--- src/rtl/seg7_frame_decoder.sv ---
// Monitors a multiplexed active-low 7-segment bus and recovers the displayed
// hex word, publishing each complete NDIG-digit frame with a one-cycle pulse.
module seg7_frame_decoder #(
  parameter int NDIG          = 4,
  parameter int STABLE_CYCLES = 4
) (
  input  logic                clk,
  input  logic                reset,
  input  logic [NDIG-1:0]     anode,
  input  logic [7:0]          catode,
  output logic [4*NDIG-1:0]   value,
  output logic [NDIG-1:0]     dp,
  output logic [NDIG-1:0]     err_digits,
  output logic                frame_valid
);

  localparam int CW = (STABLE_CYCLES > 1) ? $clog2(STABLE_CYCLES) : 1;
  localparam int IW = (NDIG > 1) ? $clog2(NDIG) : 1;
  localparam logic [CW-1:0] CNT_MAX = CW'(STABLE_CYCLES - 1);

  typedef enum logic {SYNC, COLLECT} state_t;

  state_t state_q, state_d;

  logic [NDIG-1:0]   s_an_q, s_an_d, p_an_q, p_an_d;
  logic [7:0]        s_cat_q, s_cat_d, p_cat_q, p_cat_d;
  logic [CW-1:0]     cnt_q, cnt_d;
  logic [NDIG-1:0]   mask_q, mask_d;
  logic [4*NDIG-1:0] sh_val_q, sh_val_d, value_q, value_d;
  logic [NDIG-1:0]   sh_dp_q, sh_dp_d, dp_q, dp_d;
  logic [NDIG-1:0]   sh_err_q, sh_err_d, err_q, err_d;
  logic              fv_q, fv_d;

  logic [NDIG-1:0]   strobe_inv;
  logic              strobe_ok, same, accept, capture, complete;
  logic [IW-1:0]     digit;
  logic [7:0]        seg;
  logic [4:0]        glyph;

  // Returns {no_match, nibble}; the argument is the lit-segment A..G field.
  function automatic logic [4:0] decode_glyph(input logic [6:0] abcdefg);
    case ({abcdefg, 1'b0})
      8'hFC: decode_glyph = 5'h00;
      8'h60: decode_glyph = 5'h01;
      8'hDA: decode_glyph = 5'h02;
      8'hF2: decode_glyph = 5'h03;
      8'h66: decode_glyph = 5'h04;
      8'hB6: decode_glyph = 5'h05;
      8'hBE: decode_glyph = 5'h06;
      8'hE0: decode_glyph = 5'h07;
      8'hFE: decode_glyph = 5'h08;
      8'hF6: decode_glyph = 5'h09;
      8'hEE: decode_glyph = 5'h0A;
      8'h3E: decode_glyph = 5'h0B;
      8'h9C: decode_glyph = 5'h0C;
      8'h7A: decode_glyph = 5'h0D;
      8'h9E: decode_glyph = 5'h0E;
      8'h8E: decode_glyph = 5'h0F;
      default: decode_glyph = 5'h10;
    endcase
  endfunction

  // Input stage and one-cycle history of the registered pair.
  always_comb begin
    s_an_d  = anode;
    s_cat_d = catode;
    p_an_d  = s_an_q;
    p_cat_d = s_cat_q;
  end

  // A valid strobe has exactly one anode low.
  always_comb begin
    // NOTE: every variable gets a default first, so no path can infer a latch.
    digit      = '0;
    strobe_inv = ~s_an_q;
    strobe_ok  = (strobe_inv != '0) && ((strobe_inv & (strobe_inv - NDIG'(1))) == '0);
    for (int i = 0; i < NDIG; i++) begin
      if (!s_an_q[i]) digit = IW'(i);
    end
  end

  // Saturating stability counter; accept fires only on the cycle it reaches the limit.
  always_comb begin
    same  = (s_an_q == p_an_q) && (s_cat_q == p_cat_q);
    cnt_d = '0;
    if (strobe_ok && same) begin
      cnt_d = (cnt_q == CNT_MAX) ? cnt_q : cnt_q + CW'(1);
    end
    accept = strobe_ok && (cnt_d == CNT_MAX) && !(same && (cnt_q == CNT_MAX));
  end

  always_comb begin
    seg   = ~s_cat_q;
    glyph = decode_glyph(seg[7:1]);
  end

  always_ff @(posedge clk or posedge reset) begin
    if (reset) state_q <= SYNC;
    else       state_q <= state_d;
  end

  always_comb begin
    state_d = state_q;
    case (state_q)
      SYNC:    if (accept && (digit == '0)) state_d = COLLECT;
      COLLECT: state_d = COLLECT;
      default: state_d = SYNC;
    endcase
  end

  // In SYNC only a digit-0 accept is kept, so frames always start aligned.
  always_comb begin
    capture = 1'b0;
    case (state_q)
      SYNC:    capture = accept && (digit == '0);
      COLLECT: capture = accept;
      default: capture = 1'b0;
    endcase
  end

  // Shadow capture and frame publish; an accept in the publish cycle joins the new frame.
  always_comb begin
    complete = &mask_q;
    mask_d   = complete ? '0 : mask_q;
    sh_val_d = sh_val_q;
    sh_dp_d  = sh_dp_q;
    sh_err_d = sh_err_q;
    if (capture) begin
      mask_d[digit]                = 1'b1;
      sh_val_d[int'(digit)*4 +: 4] = glyph[3:0];
      sh_dp_d[digit]               = seg[0];
      sh_err_d[digit]              = glyph[4];
    end
    fv_d    = complete;
    value_d = complete ? sh_val_q : value_q;
    dp_d    = complete ? sh_dp_q  : dp_q;
    err_d   = complete ? sh_err_q : err_q;
  end

  // NOTE: sequential state uses non-blocking assignments so all flops update together.
  always_ff @(posedge clk or posedge reset) begin
    if (reset) begin
      s_an_q   <= '0;
      s_cat_q  <= '0;
      p_an_q   <= '0;
      p_cat_q  <= '0;
      cnt_q    <= '0;
      mask_q   <= '0;
      // NOTE: the shadow is a handful of flops, not a RAM, so it takes the reset too.
      sh_val_q <= '0;
      sh_dp_q  <= '0;
      sh_err_q <= '0;
      value_q  <= '0;
      dp_q     <= '0;
      err_q    <= '0;
      fv_q     <= 1'b0;
    end else begin
      s_an_q   <= s_an_d;
      s_cat_q  <= s_cat_d;
      p_an_q   <= p_an_d;
      p_cat_q  <= p_cat_d;
      cnt_q    <= cnt_d;
      mask_q   <= mask_d;
      sh_val_q <= sh_val_d;
      sh_dp_q  <= sh_dp_d;
      sh_err_q <= sh_err_d;
      value_q  <= value_d;
      dp_q     <= dp_d;
      err_q    <= err_d;
      fv_q     <= fv_d;
    end
  end

  assign value       = value_q;
  assign dp          = dp_q;
  assign err_digits  = err_q;
  assign frame_valid = fv_q;

endmodule

--- config.mk ---
export PLATFORM = sky130hd
export DESIGN_NAME = seg7_frame_decoder
export DESIGN_NICKNAME = d
export VERILOG_FILES = /design/src/rtl/seg7_frame_decoder.sv
export SDC_FILE = /design/constraint.sdc
export NUM_CORES = 1
export LEC_CHECK = 0
export BUFFER_PORTS_ARGS = -buffer_cell sky130_fd_sc_hd__buf_4
export CORE_MARGIN = 2
export CORE_UTILIZATION = 52
export DETAILED_ROUTE_END_ITERATION = 10
export PLACE_DENSITY = 0.75
export RECOVER_POWER = 50
export SYNTH_ARGS = -nofsm -noshare
export SYNTH_HDL_FRONTEND = slang
export SYNTH_SLANG_ARGS = --single-unit
--- constraint.sdc ---
create_clock -name clk -period 2.5 [get_ports clk]
set_clock_uncertainty 0.15 [all_clocks]
set_input_delay 0.5 -clock clk [delete_from_list [all_inputs] [get_ports clk]]
set_output_delay 0.5 -clock clk [all_outputs]
set_load 0.005 [all_outputs]
# == Word-level counts from Yosys, hierarchy flattened ==
# Cells that the tools add are included.
# totals
register_bits,80
inputBits,14
output_inout_bits,25
word_cells,75
# op_classes
addsub,3
order_cmp,2
n_eq_ne,20
shift,2
muxes,16
n_bitwise,5
n_reduce_logical,13
# op_table
op,n
"7-bit == test, second input constant",12
5-bit case mux with 16 select lines,1
4-bit negator with 33-bit output,1
"4-bit by 33-bit variable shift with 16-bit output, first input constant",1
4-bit by 33-bit variable part select with 16-bit output,1
"7-bit by 6-bit == test with 1-bit output, second input constant",3
16-bit bitwise mux,1
4-bit bitwise mux,2
8-bit == test,1
1-bit logical AND,8
2-bit 2-to-1 mux,4
4-bit 2-to-1 mux,2
8-bit NOT,1
"7-bit by 5-bit == test with 1-bit output, second input constant",1
4-bit AND,1
"2-bit == test, second input constant",2
4-bit == test,1
4-bit zero test,1
4-bit NOT,1
4-bit OR,1
1-bit case mux with 2 select lines,2
4-bit AND reduction,1
4-bit nonzero test,1
"4-bit by 1-bit subtractor with 4-bit output, second input constant",1
8 further kinds,10

# == Logic depth before layout (Yosys ltp) ==
# logic_depth
depth_word,13
ltp_mapped,7

# == Least setup slack after synthesis ==
# No wires, ideal clock.
# synth_timing
path_kind,reg2reg
from,reg s_an_q[3] (netlist: p_an_d[3])
to,reg sh_val_q[0]
arrival_ns,2.005
required_ns,2.225
path_slack_ns,0.221
stages_incl_launch_ff,7
path_buffers,1
period_less_slack_ns,2.279
cell_sequence,dfrtp_1 buf_4 xor2_1 nor4_4 o21ai_2 nor4_4 mux2_2
# synth_via
elab_chain_cells,12
word_cells_on_any_way,23
cone_classes,2 x add/sub; 2 x eq/ne; 2 x shift; 4 x mux; 2 x bitwise; 11 x reduce/logical
# synth_lines
element,line,source
start: declaration,25,"logic [NDIG-1:0] s_an_q, s_an_d, p_an_q, p_an_d;"
start signal: assignment,158,s_an_q <= s_an_d;
4-bit NOT,75,strobe_inv = ~s_an_q;
4-bit by 1-bit subtractor with 4-bit output,76,strobe_ok = (strobe_inv != '0) && ((strobe_inv & (strobe_inv - NDIG'(1))) == '0);
4-bit AND,76,
4-bit zero test,76,
1-bit logical AND,76,
1-bit logical AND,86,if (strobe_ok && same) begin
2-bit 2-to-1 mux,86,
2-bit == test,89,accept = strobe_ok && (cnt_d == CNT_MAX) && !(same && (cnt_q == CNT_MAX));
1-bit logical AND (2 in a row),89,
1-bit logical AND,115,SYNC: capture = accept && (digit == '0);
1-bit case mux with 2 select lines,114,case (state_q)
end signal: assignment,164,sh_val_q <= sh_val_d;
end: declaration,29,"logic [4*NDIG-1:0] sh_val_q, sh_val_d, value_q, value_d;"
# Several ways; a longest one is shown, not always the timed one.
# A chain may end at the register's enable or synchronous reset.

# == Worst setup path in the final report ==
# layout_timing
from,reg s_an_q[3] (netlist: p_an_d[3])
to,reg sh_val_q[9]
# The elaborated chain is that of the path after synthesis.

==> reports/qor.txt <==
Layout area overhead - 18.06%
Synth top area share - 0.6084
period utilization - 0.9173
final WL - 5826 um
first-pass GRT wire length - 10310 um
clk root buf - clkbuf_8
synthesized area - 0.003291 sq mm
kind of critical path - reg2reg
Final Util - 0.6447
Slew HR - 0.4388
area leader, netlist - dfrtp_1
# placed instances - 396
Arrival @ worst endpoint - 2.37 ns
met2 wire len - 2719 um
Post-synth EDFFs - 0
share of layout cells above drive strength 1 - 0.2849
Placement Cell Area - 0.003740 sq mm
fin cells - 412
Core Region - 0.006026 sq mm
slew at the pin with the worst max-slew slack - 0.8371 ns
gpl congestion - 0.8238
die area - 0.006981 sq mm
Die W - 83.55 um
WL/cell - 14.14 um
final-report max-slew violation count - 0
Required @ worst endpoint - 2.58 ns
setup violators final - 0
Lkg Pwr - 1.957 nW
DP Wirelength - 4080 um
Synth top cells by count - dfrtp_1 (80), nand2_1 (59), mux2_2 (16)
yosys warns - 0
largest net degree at the start of global routing - 62
Hold Crit Class - in2async
VDD IR-drop max - 0.4399 mV
Pint - 1.718 mW
drt pass-1 iters - 4
Seq/Total Area, Yosys - 0.6084
Sw Ratio - 0.2430
crit-path max FO - 8
vias - 2203
status - complete, no violations
clk slew on worst S/H paths - 0.08 ns
cts-stage hold buffer count - 0
Mapped Avg Cell Area - 11.67 sq um
Antenna Cells - 0
Nets - 346
Yosys reg bits - 80
Psw - 551.4 uW
Area contributors post-synth - dfrtp_1 (61%), nand2_1 (6.7%), mux2_2 (5.5%)
row count - 28
CTS Buf Count - 9
GR Util All Layers - 0.1871
Max H-tree Level - 3
Max clock buf depth - 2
post-route cell area - 0.003885 sq mm
Initial Util - 0.5461
IO Port Bufs - 38
Seq pwr share - 0.586
WL met3 - 264 um
Remaining DRCs - 0
top-count cell post-synth - dfrtp_1
DRT antenna net count - 0
Max-Cap Viols - 0
Die H - 83.55 um
share of synthesized registers carrying an async set or reset - 1.000
cells after synthesis - 282
top sig layer - met4
Power Density - 584.2 mW/mm^2
crit end category - flop
post-CTS sizing - 0
CTS sink cnt - 80
most common flop cell mapped by yosys - dfrtp_1
Final Critical Period - 2.293 ns
Mapped Nets - 296
critical path launch point type - flop
Netlist cell types - 44
# IOs - 39
vias in the first global route - 2156
Final TNS setup - 0 ns
f_max - 0.4361 GHz
drt via density - 5.347
Clock power frac - 0.356
Comb pwr share - 0.059
initial antenna violation count - 0
TritonCTS clock tree - done
remaining global-route overflow - 0
Tot Pwr - 2.270 mW
Worst-Skew Late Latency - 0.35 ns
post-CTS setup buffers - 0
Final Hold Viols - 0
RSZ-0062 raised after global routing - false
Detailed Route Iter0 Violations - 119
metal1 wirelength - 2725 um
## kinds of logic after synthesis
group | share of synthesized area
simple gates | 0.1730
flops | 0.6084
xor+xnor | 0.03993
buf+inv | 0.03042
compound gates | 0.06616
mux | 0.08213
## worst max-delay path: stages (launching register included)
cell and delay (ns):
dfrtp_1 0.48, xor2_1 0.22, nor4_4 0.27, o21ai_2 0.21, nor4_4 0.46, mux2_2 0.39
## layout make-up
cell class	count	area, sq um
flip-flops and latches	80	2002
multi-input cells	177	1189
repair buffers	53	394.1
inverters	11	42.54
well taps	75	93.84
clock inverters	6	36.28
clock buffers	10	127.6
fillers	501	2141
## power by group through the flow
stage | logic [mW] | clock network (mW) | registers (mW)
6_report | 0.133 | 0.807 | 1.33
5_1_grt | 0.149 | 0.899 | 1.33
4_1_cts | 0.140 | 0.835 | 1.33
3_5_place_dp | 0.140 | 0 | 1.36
3_3_place_gp | 0.139 | 0 | 1.35
2_1_floorplan | 0.0926 | 0 | 1.35
## worst paths after layout
path                                      startpoint                      end  slack (ns)  cells after the start
worst max-delay path             p_an_d[3]$_DFF_PP0_  sh_val_q[9]$_DFFE_PP0P_        0.21                      5
worst min-delay path                           reset     value[6]$_DFFE_PP0P_        0.12                      2
worst max register to register   p_an_d[3]$_DFF_PP0_  sh_val_q[9]$_DFFE_PP0P_        0.21                      5
worst min register to register  p_cat_d[2]$_DFF_PP0_     p_cat_q[2]$_DFF_PP0_        0.28                      0
max in group asynchronous                      reset      p_an_d[3]$_DFF_PP0_        0.78                      3
min in group clk                           catode[0]     p_cat_d[0]$_DFF_PP0_        0.13                      1
## stage by stage
stage          hold slack, ns  worst slack, ns
5_1_grt                0.1073          0.07692
2_1_floorplan          0.1987           0.2208
4_1_cts               0.01226           0.1932
3_5_place_dp           0.2661           0.2008
3_3_place_gp           0.2537           0.2682
6_report               0.1220           0.2068
## flip-flops by register name, indices dropped and copies added, names as in the netlist, 8 cells and up
register  cells
sh_val_q     16
value        16
p_cat_d       8
p_cat_q       8
## metal layers
metal  global-route usage  vias to the layer above
met3              0.05737                        9
met1               0.2565                     1096
met2               0.2837                       42
li1                     -                     1056
met4              0.06891                        0
met5                    0                        -
## layout by cell type, fill, tap and decap left out, drive strengths merged, types with 2 or more instances in the layout
master / n
dfrtp: 80
nand2: 59
buf: 38
clkbuf: 25
mux2: 16
xor2: 15
o21ai: 12
inv: 9
mux2i: 9
nor2: 7
a21o: 7
nor3: 7
nor4: 7
clkinv: 6
nand3: 4
nand2b: 3
a21oi: 3
nand3b: 3
a211oi: 2
nor4b: 2
o41ai: 2
o22ai: 2
nor2b: 2
or2: 2
nand4: 2
clkinvlp: 2
(Power assumes the default switching activity.)
